### src/rtl/mops_sdo_pkg.sv
// Shared constants, state encoding and frame packing for the MOPS-side SDO responder.
// Frames are 76 bits: 11-bit COB-ID, RTR bit, then eight data bytes with byte0 in the top bits.
package mops_sdo_pkg;

  localparam logic [7:0] SDO_CMD_UPLOAD_REQ = 8'h40;
  localparam logic [7:0] SDO_CMD_UPLOAD_RSP = 8'h43;
  localparam logic [7:0] SDO_CMD_DNLD4_REQ  = 8'h23;
  localparam logic [7:0] SDO_CMD_DNLD_RSP   = 8'h60;
  localparam logic [7:0] SDO_CMD_ABORT      = 8'h80;

  localparam logic [10:0] COB_RX_BASE = 11'h600;
  localparam logic [10:0] COB_TX_BASE = 11'h580;

  localparam logic [15:0] IDX_DEVICE_TYPE = 16'h1000;
  localparam logic [15:0] IDX_SCRATCH     = 16'h2001;
  localparam logic [15:0] IDX_ADC         = 16'h2400;

  localparam logic [31:0] ABORT_NO_OBJECT = 32'h06020000;
  localparam logic [31:0] ABORT_NO_SUB    = 32'h06090011;
  localparam logic [31:0] ABORT_TIMEOUT   = 32'h08000000;

  typedef enum logic [2:0] {
    ST_IDLE,
    ST_DECODE,
    ST_ADC_WAIT,
    ST_BUILD,
    ST_SEND
  } sdo_state_t;

  // Index goes out little-endian in bytes 1..2 and the 32-bit payload little-endian in bytes 4..7.
  function automatic logic [75:0] build_sdo_frame(input logic [10:0] cob,
                                                  input logic [7:0]  cmd,
                                                  input logic [15:0] idx,
                                                  input logic [7:0]  sub,
                                                  input logic [31:0] data32);
    return {cob, 1'b0, cmd, idx[7:0], idx[15:8], sub,
            data32[7:0], data32[15:8], data32[23:16], data32[31:24]};
  endfunction

endpackage

### src/rtl/mops_sdo_responder.sv
// CANopen SDO responder: answers expedited uploads of ADC channels, device type and a scratch
// register, accepts 4-byte downloads to scratch, and returns one response frame per request.
import mops_sdo_pkg::*;

module mops_sdo_responder #(
  parameter logic [4:0]  n_adc_ch    = 5'd16,
  parameter logic [15:0] adc_timeout = 16'd1000,
  parameter logic [31:0] device_type = 32'h0
) (
  input  logic        clk,
  input  logic        rst,
  input  logic [6:0]  node_id,
  input  logic        rx_valid,
  input  logic [75:0] rx_frame,
  output logic        busy,
  output logic        adc_req,
  output logic [4:0]  adc_ch,
  input  logic        adc_ack,
  input  logic [15:0] adc_data,
  output logic        tx_valid,
  input  logic        tx_ready,
  output logic [75:0] tx_frame,
  output logic [7:0]  drop_cnt
);

  sdo_state_t  state, state_next;
  logic [63:0] req_payload;
  logic [7:0]  resp_cmd;
  logic [31:0] resp_data;
  logic [31:0] scratch;
  logic [15:0] timer;

  logic [7:0]  dec_cmd;
  logic [31:0] dec_data;
  logic        dec_scratch_wr;

  logic [10:0] rx_cob_own, tx_cob_own;
  logic        rx_match;
  logic [7:0]  req_cmd, req_sub;
  logic [15:0] req_idx;
  logic [31:0] dl_data;
  logic        sub_in_adc_range;
  logic [16:0] timer_inc;
  logic        timeout_hit;

  assign rx_cob_own = COB_RX_BASE + {4'b0, node_id};
  assign tx_cob_own = COB_TX_BASE + {4'b0, node_id};
  assign rx_match   = rx_valid && (rx_frame[75:65] == rx_cob_own) && !rx_frame[64];

  assign req_cmd = req_payload[63:56];
  assign req_idx = {req_payload[47:40], req_payload[55:48]};
  assign req_sub = req_payload[39:32];
  assign dl_data = {req_payload[7:0], req_payload[15:8], req_payload[23:16], req_payload[31:24]};

  assign sub_in_adc_range = (req_sub != 8'd0) && (req_sub <= {3'b0, n_adc_ch});
  assign timer_inc        = {1'b0, timer} + 17'd1;
  assign timeout_hit      = timer_inc >= {1'b0, adc_timeout};

  assign busy     = (state != ST_IDLE);
  assign adc_req  = (state == ST_ADC_WAIT);
  assign tx_valid = (state == ST_SEND);

  // Decode defaults to "no such object" so every unlisted request falls through to an abort.
  always_comb begin
    state_next     = state;
    dec_cmd        = SDO_CMD_ABORT;
    dec_data       = ABORT_NO_OBJECT;
    dec_scratch_wr = 1'b0;
    case (state)
      ST_IDLE: begin
        if (rx_match) state_next = ST_DECODE;
      end
      ST_DECODE: begin
        state_next = ST_BUILD;
        if (req_cmd == SDO_CMD_UPLOAD_REQ && req_idx == IDX_ADC) begin
          if (sub_in_adc_range) state_next = ST_ADC_WAIT;
          else                  dec_data   = ABORT_NO_SUB;
        end else if (req_cmd == SDO_CMD_UPLOAD_REQ && req_idx == IDX_DEVICE_TYPE && req_sub == 8'd0) begin
          dec_cmd  = SDO_CMD_UPLOAD_RSP;
          dec_data = device_type;
        end else if (req_cmd == SDO_CMD_UPLOAD_REQ && req_idx == IDX_SCRATCH && req_sub == 8'd0) begin
          dec_cmd  = SDO_CMD_UPLOAD_RSP;
          dec_data = scratch;
        end else if (req_cmd == SDO_CMD_DNLD4_REQ && req_idx == IDX_SCRATCH && req_sub == 8'd0) begin
          dec_cmd        = SDO_CMD_DNLD_RSP;
          dec_data       = 32'h0;
          dec_scratch_wr = 1'b1;
        end
      end
      ST_ADC_WAIT: begin
        if (adc_ack || timeout_hit) state_next = ST_BUILD;
      end
      ST_BUILD: state_next = ST_SEND;
      ST_SEND: begin
        if (tx_ready) state_next = ST_IDLE;
      end
      default: state_next = ST_IDLE;
    endcase
  end

  always_ff @(posedge clk or negedge rst) begin
    if (!rst) state <= ST_IDLE;
    else      state <= state_next;
  end

  // Request bytes are captured once at acceptance and echoed back untouched in the response.
  always_ff @(posedge clk or negedge rst) begin
    if (!rst) begin
      req_payload <= 64'h0;
      adc_ch      <= 5'd0;
      scratch     <= 32'h0;
    end else begin
      if (state == ST_IDLE && rx_match) req_payload <= rx_frame[63:0];
      if (state == ST_DECODE && state_next == ST_ADC_WAIT) adc_ch <= req_sub[4:0] - 5'd1;
      if (state == ST_DECODE && dec_scratch_wr) scratch <= dl_data;
    end
  end

  // An ack wins over a timeout that expires in the same cycle.
  always_ff @(posedge clk or negedge rst) begin
    if (!rst) begin
      resp_cmd  <= 8'h0;
      resp_data <= 32'h0;
      timer     <= 16'h0;
    end else begin
      timer <= (state == ST_ADC_WAIT) ? timer_inc[15:0] : 16'h0;
      if (state == ST_DECODE) begin
        resp_cmd  <= dec_cmd;
        resp_data <= dec_data;
      end else if (state == ST_ADC_WAIT) begin
        if (adc_ack) begin
          resp_cmd  <= SDO_CMD_UPLOAD_RSP;
          resp_data <= {16'h0, adc_data};
        end else if (timeout_hit) begin
          resp_cmd  <= SDO_CMD_ABORT;
          resp_data <= ABORT_TIMEOUT;
        end
      end
    end
  end

  always_ff @(posedge clk or negedge rst) begin
    if (!rst) begin
      tx_frame <= 76'h0;
      drop_cnt <= 8'h0;
    end else begin
      if (state == ST_BUILD)
        tx_frame <= build_sdo_frame(tx_cob_own, resp_cmd, req_idx, req_sub, resp_data);
      if (rx_match && state != ST_IDLE && drop_cnt != 8'hFF)
        drop_cnt <= drop_cnt + 8'd1;
    end
  end

endmodule
### config.mk
export PLATFORM = sky130hd
export DESIGN_NAME = mops_sdo_responder
export DESIGN_NICKNAME = d
export VERILOG_FILES = /design/src/rtl/mops_sdo_pkg.sv /design/src/rtl/mops_sdo_responder.sv
export SDC_FILE = /design/constraint.sdc
export NUM_CORES = 1
export LEC_CHECK = 0
export BUFFER_PORTS_ARGS = -buffer_cell sky130_fd_sc_hd__buf_2
export CORE_ASPECT_RATIO = 1.5
export CORE_UTILIZATION = 35
export DETAILED_ROUTE_END_ITERATION = 8
export PLACE_DENSITY_LB_ADDON = 0.12
export SLEW_MARGIN = 25
export SYNTH_ARGS = -nofsm -noshare
export SYNTH_HDL_FRONTEND = slang
export SYNTH_SLANG_ARGS = --single-unit
export TNS_END_PERCENT = 100
### constraint.sdc
create_clock -name clk -period 3.7 [get_ports clk]
set_clock_uncertainty 0.2 [all_clocks]
set_input_delay 0.555 -clock clk [delete_from_list [all_inputs] [get_ports clk]]
set_output_delay 0.555 -clock clk [all_outputs]
set_load 0.01 [all_outputs]
; ---- Yosys cells after proc, flatten, opt, wreduce, memory -nomap -nowiden
; Index checks and enable logic that the tools add are counted.
[word_totals]
reg_bits = 243
inputBits = 104
output_inout_bits = 92
[classes]
n_addsub = 5
order_cmp = 2
eq_ne = 12
n_mux = 29
n_reduce_logical = 24
[op_table]
columns = cell, count
row1 = $mux W32, 7
row2 = $mux W8, 8
row3 = $eq A16 B14 Y1 const B, 2
row4 = $mux W27, 1
row5 = $mux W20, 1
row6 = $add A16 B1 Y17 const B, 1
row7 = $ge A17 B10 Y1 const B, 1
row8 = $eq A16 B13 Y1 const B, 1
row9 = $mux W16, 1
row10 = $logic_and A1 B1 Y1, 15
row11 = $pmux W3 S5, 1
row12 = $add A10 B8 Y11 const A, 1
row13 = $add A11 B7 Y11 const A, 1
row14 = $eq A11 B11 Y1, 1
row15 = $eq A3 B2 Y1 const B, 3
row16 = $mux W3, 3
row17 = $add A8 B1 Y8 const B, 1
row18 = $eq A8 B6 Y1 const B, 1
row19 = $eq A8 B7 Y1 const B, 1
row20 = $le A8 B5 Y1 const B, 1
row21 = $logic_not A8 Y1, 1
row22 = $ne A8 B8 Y1 const B, 1
row23 = $reduce_bool A8 Y1, 1
row24 = $mux W1, 7
row25 = 9 further kinds, 10

; ---- Depth between registers and ports, before layout
; Gate-level depths: netlist (run 1).
[depth]
word_depth = 9
depth_mapped = 10
depth_no_buf = 9

; ---- Least setup slack after synthesis (run 1)
; OpenSTA, ideal clock, no wires.
[synth_timing]
path_kind = register to register
startpoint = reg timer[0]
endpoint = reg resp_data[28]
setup_ns = 0.066
arrival_ns = 2.748
slack_ns = 0.686
path_stages_with_launch = 11
path_cell_list = dfrtp_1 ha_1 nand3_2 nor4_1 mux2_2 a2111o_1 o31ai_4 and2_4 buf_8 buf_12 a22o_1
[synth_between]
elab_chain_cells = 4
[synth_lines]
columns = element, line
row1 = start: declaration, mops_sdo_responder.sv:31  ; logic [15:0] timer;
row2 = start signal: assignment, mops_sdo_responder.sv:126  ; timer <= (state == ST_ADC_WAIT) ? timer_inc[15:0] : 16'h0;
row3 = $add A16 B1 Y17, mops_sdo_responder.sv:56  ; assign timer_inc = {1'b0, timer} + 17'd1;
row4 = $ge A17 B10 Y1, mops_sdo_responder.sv:57  ; assign timeout_hit = timer_inc >= {1'b0, adc_timeout};
row5 = $reduce_bool A3 Y1 (no line), n/a
row6 = $reduce_and A2 Y1 (no line), n/a
row7 = end signal: assignment, mops_sdo_responder.sv:129  ; resp_data <= dec_data;
row8 = end signal: assignment, mops_sdo_responder.sv:133  ; resp_data <= {16'h0, adc_data};
row9 = end: declaration, mops_sdo_responder.sv:29  ; logic [31:0] resp_data;
; No other way between the ends.
; A chain may end at the register's enable or synchronous reset.

; ---- Final worst setup path (run 1)
[layout_timing]
startpoint = reg timer[0]
endpoint = reg resp_data[15]
; The elaborated chain is that of the path after synthesis.

==> reports/qor.yml, run 1 <==
power_density_nw_per_um2: 564
start_util_pct: 35.9
drt_first_pass_iters: 4
final_common_cell: "dfrtp_1"
max_slew_margin_pct: 43.6
cts_buffers: 24
dieWidth_um: 137
nets: 1090
clkTransAtPathRegs_ns: 0.06
overflow: 0
finalMaxSlewViolations: 0
final_cell_mix: "232 x dfrtp_1, 189 x buf_2, 125 x nand2_1, 125 x mux2_2, 39 x nor2_1"
cts_sinks: 232
drt.antenna.violating_nets: 0
via_per_inst: 4.80
power_leakage_uw: 0.00607
grt_start_max_net_pins: 102
die_h_um: 204
grt.total_usage_pct: 16.6
fillCellCount: 2600
ys_async_sr_fraction_pct: 100
cp-end-kind: "flop"
worst_slew_pin_slew_ns: 0.845
path_class: "flop to flop"
crit_chain: "ha_1, nand3_2, nor4_2, mux2_2, a2111o_1, o31ai_4, nand2_2, buf_4, o21ai_0"
synth-seq-cells: 232
gp_congestion: 0.756
dp_hpwl_um: 15500
fin_setup_tns_ns: 0
clkLatencyLatePin_ns: 0.51
synth_flop_cell: "dfrtp_1"
setup_viol: 0
antenna_found_initial: 3
drive_gt1_share_pct: 39.5
post-route-period-util_pct: 88.2
ctsLongestPathBuffers: 3
post_drt_wl_per_cell_um: 16.9
min_period_ns: 3.26
die_area_um2: 28000
syn_area_per_cell_um2: 12.2
yosysSeqAreaShare_pct: 60.7
post-cts-setup-buffer-count: 0
vias: 6383
drc: 0
grt_pass1_vias: 6658
core_area_um2: 26700
rsz0062_at_grt: "false"
syn_inst: 786
cts_root_buf: "clkbuf_16"
fmax_ghz: 0.306
ys_types: 58
max_cap_violations: 0
ir_drop_uv: 399
hold_violations: 0
required_ns: 3.92
worst-r2r-setup-slack_ns: 0.44
wl_um: 22500
rows: 73
cp_slowest_cell: "dfrtp_1"
syn_area_um2: 9570
io_pins: 196
worstPathMaxFanout: 10
status: "finished clean"
first_iter_violations: 291
yosys_warnings: 0
grt_pass1_wl_um: 36300
area_growth_pct: 22.3
cp-start-kind: "flop"
port_buffers: 190
crit_arrival_ns: 3.49
cts_tree: "done"
htree_num_levels: 1
critPathMaxStageDelay_ns: 0.45
synth_edf_count: 0
min_path_type: "input pin to flop"
power.total_uw: 6600
[cell families after synthesis]
family	synth area share, %
compound gates	5.99
simple gates	11.8
other cells	0.0392
xor+xnor	2.75
flops	60.7
mux	15.0
buf+inv	3.26
fa+ha+maj	0.523
[sequential cells by signal (all words and copies together) (netlist names)]
register / cells
state: 3
drop_cnt: 8
adc_ch: 5
req_payload: 64
timer: 16
resp_data: 32
resp_cmd: 4
tx_frame: 68
scratch: 32
[final timing paths]
path                            endpoint          from  cells past startpoint
max                        resp_data[15]      timer[0]                      9
min                             state[2]      tx_ready                      2
max reg2reg                resp_data[15]      timer[0]                      9
min reg2reg                 tx_frame[19]  tx_frame[19]                      2
max in group asynchronous     scratch[9]           rst                      3
min in group asynchronous    drop_cnt[6]           rst                      2
[power by group]
part,switching [µW],total [µW],internal (µW)
clock network,963,2350,1390
logic,712,1230,518
registers,177,3020,2840
[worst max-delay path, delay by kind of cell, from the launching register on]
family | cells | cell delay, ns
AOI/OAI and AO/OA | 3 | 0.88
and+or+nand+nor | 3 | 0.72
DFF | 1 | 0.45
muxes | 1 | 0.37
adders and majority gates | 1 | 0.31
buffers and inverters | 1 | 0.23
[per-layer routing]
metal / vias to the layer above / part of all wire, % / wire, µm / GRT usage, %
li1: 3073 / - / - / -
met1: 3180 / 42 / 9440 / 21.2
met2: 102 / 52 / 11800 / 29.0
met3: 24 / 4.2 / 940 / 3.02
met4: 4 / 1.3 / 301 / 3.81
met5: - / 0.12 / 26 / 0
[final cells by class]
type | count | area (µm²) | share of cell area, %
Clock buffer | 33 | 706 | 6.03
Tap cell | 337 | 422 | 3.60
Multi-Input combinational cell | 492 | 3490 | 29.8
Inverter | 26 | 97.6 | 0.834
Sequential cell | 232 | 5810 | 49.6
Timing Repair Buffer | 206 | 1130 | 9.69
Clock inverter | 4 | 48.8 | 0.417
Antenna cell | 1 | 2.50 | 0.0214
[synthesized netlist by cell type, types with 2 or more instances]
cell type	number	area, µm²
dfrtp_1	232	5810
nand2_1	126	473
mux2_2	125	1410
nor2_1	40	150
o21ai_0	34	170
inv_1	26	97.6
clkbuf_1	20	75.1
nand3_1	17	85.1
xor2_1	17	149
a22oi_1	14	105
xnor2_1	13	114
nor3_1	9	45.0
buf_4	8	60.1
nor4_1	8	50.1
a21oi_1	6	30.0
a22o_2	6	60.1
and2_1	6	37.5
buf_1	5	18.8
buf_2	5	25.0
a22o_1	4	35.0
ha_1	4	50.1
nand4_1	4	25.0
o2bb2ai_1	4	35.0
or3_1	4	25.0
nand3b_1	3	22.5
o21ai_1	3	15.0
or3b_2	3	26.3
a21o_1	2	15.0
a32oi_1	2	17.5
and3_1	2	12.5
nand2b_1	2	12.5
nand4_2	2	25.0
nand4b_1	2	17.5
nor3b_1	2	15.0
o2111ai_1	2	17.5
or2_2	2	12.5
[what timing repair did]
action,4_1_cts,5_1_grt
hold endpoints to repair,96,0
hold buffers,1,0
gates resized for setup,0,1
endpoints found under the setup margin,0,3
[per-stage QoR]
step	cell area [µm²]	setup slack (ns)	util (%)	cells	hold slack, ns
global route	11700	0.147	43.9	1331	0.0312
CTS	11700	0.294	43.8	1330	0.00864
global placement	10900	0.354	41.0	1292	0.257
floorplan	9580	0.686	-	790	0.0594
detailed placement	10900	0.315	41.0	1292	0.258
finish	11700	0.437	43.9	1331	0.0313
(Power assumes the default switching activity.)
==> run 2, diff against run 1 <==
--- a/config.mk
+++ b/config.mk
@@ -10,6 +10,7 @@
 export CORE_UTILIZATION = 35
 export DETAILED_ROUTE_END_ITERATION = 8
 export PLACE_DENSITY_LB_ADDON = 0.12
+export REMOVE_ABC_BUFFERS = 1
 export SLEW_MARGIN = 25
 export SYNTH_ARGS = -nofsm -noshare
 export SYNTH_HDL_FRONTEND = slang
==> run 2 against run 1 <==
Against the previous run: critical path type unchanged; maximum frequency shrank 4.3%; highest routed layer is now met4; hold slack better by 0.0013 ns; clock-buffer cell count rose by 4; non-clock buffer count is the same; critical path depth fell by 1; die area is the same; final cell count rose by 0.38%; combinational power is essentially flat; wire length fell by 0.69%.
==> reports/qor.yml, run 2 (synthesized netlist as in run 1, its figures left out) <==
overflow: 0
largest_register: "tx_frame"
worstPathMaxFanout: 18
core_area_um2: 26700
worst_slew_pin_slew_ns: 0.732
finalMaxSlewViolations: 0
p_comb_share_pct: 18.6
nets: 1090
grt_pass1_vias: 6525
max_cap_violations: 0
pwr-share-clk_pct: 35.6
final_common_cell: "dfrtp_1"
dieWidth_um: 137
first_iter_violations: 237
post-cts-setup-buffer-count: 0
p_seq_share_pct: 45.8
drive_gt1_share_pct: 39.4
cp-end-kind: "flop"
p_switching_uw: 1860
area_growth_pct: 22.3
antenna_cells: 0
grt_pass1_wl_um: 35100
final_cell_mix: "232 x dfrtp_1, 189 x buf_2, 125 x nand2_1, 125 x mux2_2, 39 x nor2_1"
power_leakage_uw: 0.00608
largest_reg_flops: 68
io_pins: 196
via_per_inst: 4.83
cp_slowest_cell: "dfrtp_1"
rows: 73
clkLatencyLatePin_ns: 0.51
cp-start-kind: "flop"
power_density_nw_per_um2: 561
min_period_ns: 3.41
start_util_pct: 35.9
port_buffers: 190
met1_usage_pct: 19.8
cp_common_cell: "mux2_2"
crit_family: "simple AND/OR/NAND/NOR gates"
cts_sinks: 232
switching_share_pct: 28.3
die_h_um: 204
cts_buffers: 24
wl_um: 22300
path_class: "flop to flop"
rsz0062_at_grt: "false"
fmax_ghz: 0.293
use_met3_pct: 2.65
grt.total_usage_pct: 16.2
ctsLongestPathBuffers: 3
crit_chain: "ha_1, nand3_2, nor4_1, mux2_2, a2111o_1, o31ai_4, nand2_2, mux2_2"
antenna_found_initial: 0
grt_start_max_net_pins: 91
power.total_uw: 6570
crit_arrival_ns: 3.61
max_slew_margin_pct: 51.2
hold_violations: 0
htree_num_levels: 1
post_drt_wl_per_cell_um: 16.7
fillCellCount: 2620
critical_path_buf_inv_count: 0
drt_first_pass_iters: 4
min_path_type: "input pin to flop"
die_area_um2: 28000
busiest_layer: "met2"
reg_top3: "tx_frame x68, req_payload x64"
setup_viol: 0
post-route-period-util_pct: 92.1
ir_drop_uv: 362
drt.antenna.violating_nets: 0
required_ns: 3.90
clkTransAtPathRegs_ns: 0.06
status: "finished clean"
drc: 0
gp_congestion: 0.748
cts_root_buf: "clkbuf_16"
dp_hpwl_um: 15500
intPower_uw: 4710
globalRouteMet2Util_pct: 29.3
fin_util_pct: 43.9
critPathMaxStageDelay_ns: 0.46
cts_tree: "done"
vias: 6448
-- run 2: metrics by stage --
stage               instance area [µm²]  cells  worst slack, ns  hold slack, ns  TNS [ns]
detailed placement                10900   1292            0.268           0.259         0
global route                      11700   1336           0.0605          0.0200         0
floorplan                          9370    750           -0.450          0.0594    -20.17
global placement                  10900   1292            0.281           0.255         0
finish                            11700   1336            0.291          0.0326         0
CTS                               11700   1336            0.236          0.0132         0
-- run 2: final cells by class --
| type | instances | area (µm²) | area share (%) |
|---|---|---|---|
| clock inverter | 6 | 33.8 | 0.289 |
| inverter | 26 | 97.6 | 0.834 |
| sequential | 232 | 5810 | 49.6 |
| multi-input combinational | 492 | 3480 | 29.7 |
| tap | 337 | 422 | 3.60 |
| clock buffer | 37 | 731 | 6.24 |
| timing repair buffer | 206 | 1130 | 9.68 |
-- run 2: power by group through the flow --
| stage | Clock, µW | Combinational, µW | Sequential (µW) |
|---|---|---|---|
| final | 2340 | 1220 | 3010 |
| after global routing | 2520 | 1370 | 3050 |
| after CTS | 2430 | 1260 | 3020 |
| after detailed placement | 0 | 1260 | 3060 |
| after global placement | 0 | 1240 | 3050 |
| after floorplan | 0 | 613 | 3110 |
-- run 2: final timing paths --
kind / startpoint / endpoint / slack (ns) / cells past startpoint
min in group asynchronous: rst / tx_frame[70] / 0.41 / 2
setup / recovery: timer[0] / resp_data[0] / 0.29 / 8
hold / removal: rx_frame[44] / req_payload[44] / 0.03 / 3
max in group asynchronous: rst / req_payload[8] / 1.95 / 3
hold reg to reg: req_payload[63] / req_payload[63] / 0.27 / 2
setup reg to reg: timer[0] / resp_data[0] / 0.29 / 8
-- run 2: timing repair --
item | in CTS | in global routing
hold buffers | 1 | 0
gates resized for setup | 0 | 0
hold endpoints to repair | 87 | 0
-- run 2: metal layers --
metal	up-vias	wire length, µm	part of all wire, %
met2	131	11800	53
met3	28	948	4.2
met4	0	399	1.8
met1	3213	9130	41
met5	-	0	0
li1	3076	-	-
-- run 2: worst reg2reg max path, delay by kind of cell (launching register included) --
family	cells	cell delay, ns
compound gates	2	0.73
fa+ha+maj	1	0.32
flops	1	0.46
mux	2	0.74
simple gates	3	0.85
==> run 3, diff against run 2 <==
--- a/config.mk
+++ b/config.mk
@@ -7,7 +7,8 @@
 export LEC_CHECK = 0
 export BUFFER_PORTS_ARGS = -buffer_cell sky130_fd_sc_hd__buf_2
 export CORE_ASPECT_RATIO = 1.5
-export CORE_UTILIZATION = 35
+export CORE_UTILIZATION = 50
+export CTS_BUF_LIST = sky130_fd_sc_hd__clkbuf_8
 export DETAILED_ROUTE_END_ITERATION = 8
 export PLACE_DENSITY_LB_ADDON = 0.12
 export REMOVE_ABC_BUFFERS = 1
==> run 3 against run 2 <==
Against the previous run: largest power group unchanged; highest routed layer unchanged; non-clock buffer count fell by 1; core utilization rose by 18 points; sequential power barely moved; first-iteration DRC count up 9.7%.
==> reports/qor.yml, run 3 (synthesized netlist as in run 1, its figures left out) <==
antenna_found_initial: 1
cp-start-kind: "flop"
grt_pass1_wl_um: 33000
grt_pass1_vias: 6786
htree_num_levels: 2
drive_gt1_share_pct: 39.8
grt_start_max_net_pins: 106
dp_hpwl_um: 13900
first_iter_violations: 260
fmax_ghz: 0.308
required_ns: 3.93
finalMaxSlewViolations: 0
hold_violations: 0
rows: 61
clkLatencyLatePin_ns: 0.51
dieWidth_um: 115
cts_sinks: 232
min_period_ns: 3.25
die_area_um2: 19700
core_area_um2: 18600
min_path_type: "input pin to flop"
post_drt_wl_per_cell_um: 15.9
power_leakage_uw: 0.00607
clkTransAtPathRegs_ns: 0.06
largest_reg_flops: 68
path_class: "flop to flop"
rsz0062_at_grt: "false"
grt.total_usage_pct: 21.6
ctsLongestPathBuffers: 3
worst_slew_pin_slew_ns: 0.785
reg_top3: "tx_frame x68, req_payload x64"
cts_tree: "done"
post-route-period-util_pct: 87.8
final_common_cell: "dfrtp_1"
placed_cells: 1206
max_slew_margin_pct: 47.7
io_pins: 196
cts_buffers: 36
crit_arrival_ns: 3.48
ir_drop_uv: 443
design_area_um2: 11500
setup_viol: 0
fin_util_pct: 61.7
drc: 0
start_util_pct: 51.4
drt.antenna.violating_nets: 0
cts_root_buf: "clkbuf_8"
finalNonFillerCells: 1267
largest_register: "tx_frame"
placed_area_um2: 10800
status: "finished clean"
seq_area_um2: 5810
drt_first_pass_iters: 6
area_growth_pct: 20.1
gp_congestion: 0.768
nets: 1101
wl_um: 20200
die_h_um: 171
max_cap_violations: 0
worstPathMaxFanout: 15
vias: 6533
port_buffers: 190
fillCellCount: 1590
overflow: 0
final_cell_mix: "232 x dfrtp_1, 189 x buf_2, 125 x nand2_1, 125 x mux2_2, 45 x clkbuf_8"
cp-end-kind: "flop"
via_per_inst: 5.16
power_density_nw_per_um2: 546
multi_input_area_um2: 3480
[run 3: per-layer routing]
| layer | wire [µm] | up-vias | GRT usage, % |
|---|---|---|---|
| met5 | 0 | - | 0 |
| met4 | 515 | 0 | 8.41 |
| met3 | 1070 | 34 | 5.25 |
| met2 | 10500 | 170 | 38.3 |
| met1 | 8100 | 3232 | 24.9 |
| li1 | - | 3097 | - |
[run 3: metrics by stage]
stage | hold slack, ns | setup WS [ns] | TNS (ns) | total power, µW
global placement | 0.255 | 0.542 | 0 | 4280
finish | 0.0435 | 0.450 | 0 | 6280
detailed placement | 0.258 | 0.431 | 0 | 4310
global route | 0.0238 | 0.202 | 0 | 6630
CTS | 0.0191 | 0.422 | 0 | 6380
floorplan | 0.0594 | -0.450 | -20.17 | 3730
[run 3: final timing paths]
path	start	to	slack (ns)	depth (start not counted)
worst min-delay path	rx_frame[37]	req_payload[37]	0.04	3
worst max register to register	timer[0]	resp_data[12]	0.45	9
worst min register to register	req_payload[63]	req_payload[63]	0.27	2
max in group asynchronous	rst	adc_ch[1]	1.94	3
min in group asynchronous	rst	req_payload[53]	0.50	2
worst max-delay path	timer[0]	resp_data[12]	0.45	9
[run 3: repair_timing]
| action | CTS | global route |
|---|---|---|
| endpoints found under the hold margin | 100 | 0 |
| buffers inserted | 0 | 0 |
| resized for setup | 0 | 0 |
| hold buffers | 1 | 0 |
[run 3: cell type report]
| cell class | count | share of cell area (%) |
|---|---|---|
| Antenna cell | 1 | 0.0218 |
| Clock buffer | 45 | 5.39 |
| Clock inverter | 14 | 0.566 |
| Inverter | 26 | 0.849 |
| Multi-Input combinational cell | 492 | 30.3 |
| Sequential cell | 232 | 50.5 |
| Tap cell | 252 | 2.74 |
| Timing Repair Buffer | 205 | 9.58 |
[run 3: report_power, final]
part | leakage, µW | switching, µW | internal, µW | total, µW
Combinational | 0.00254 | 709 | 518 | 1230
Sequential | 0.00315 | 174 | 2840 | 3010
Clock | 0.000387 | 943 | 1090 | 2030
Total | 0.00607 | 1830 | 4450 | 6280
[run 3: worst max-delay path, cell delays in order, from the launching register on]
cell	delay, ns
dfrtp_1	0.45
ha_1	0.31
nand3_2	0.20
nor4_1	0.38
mux2_2	0.38
a2111o_1	0.43
o31ai_4	0.30
nand2_2	0.13
buf_4	0.22
o21ai_0	0.16
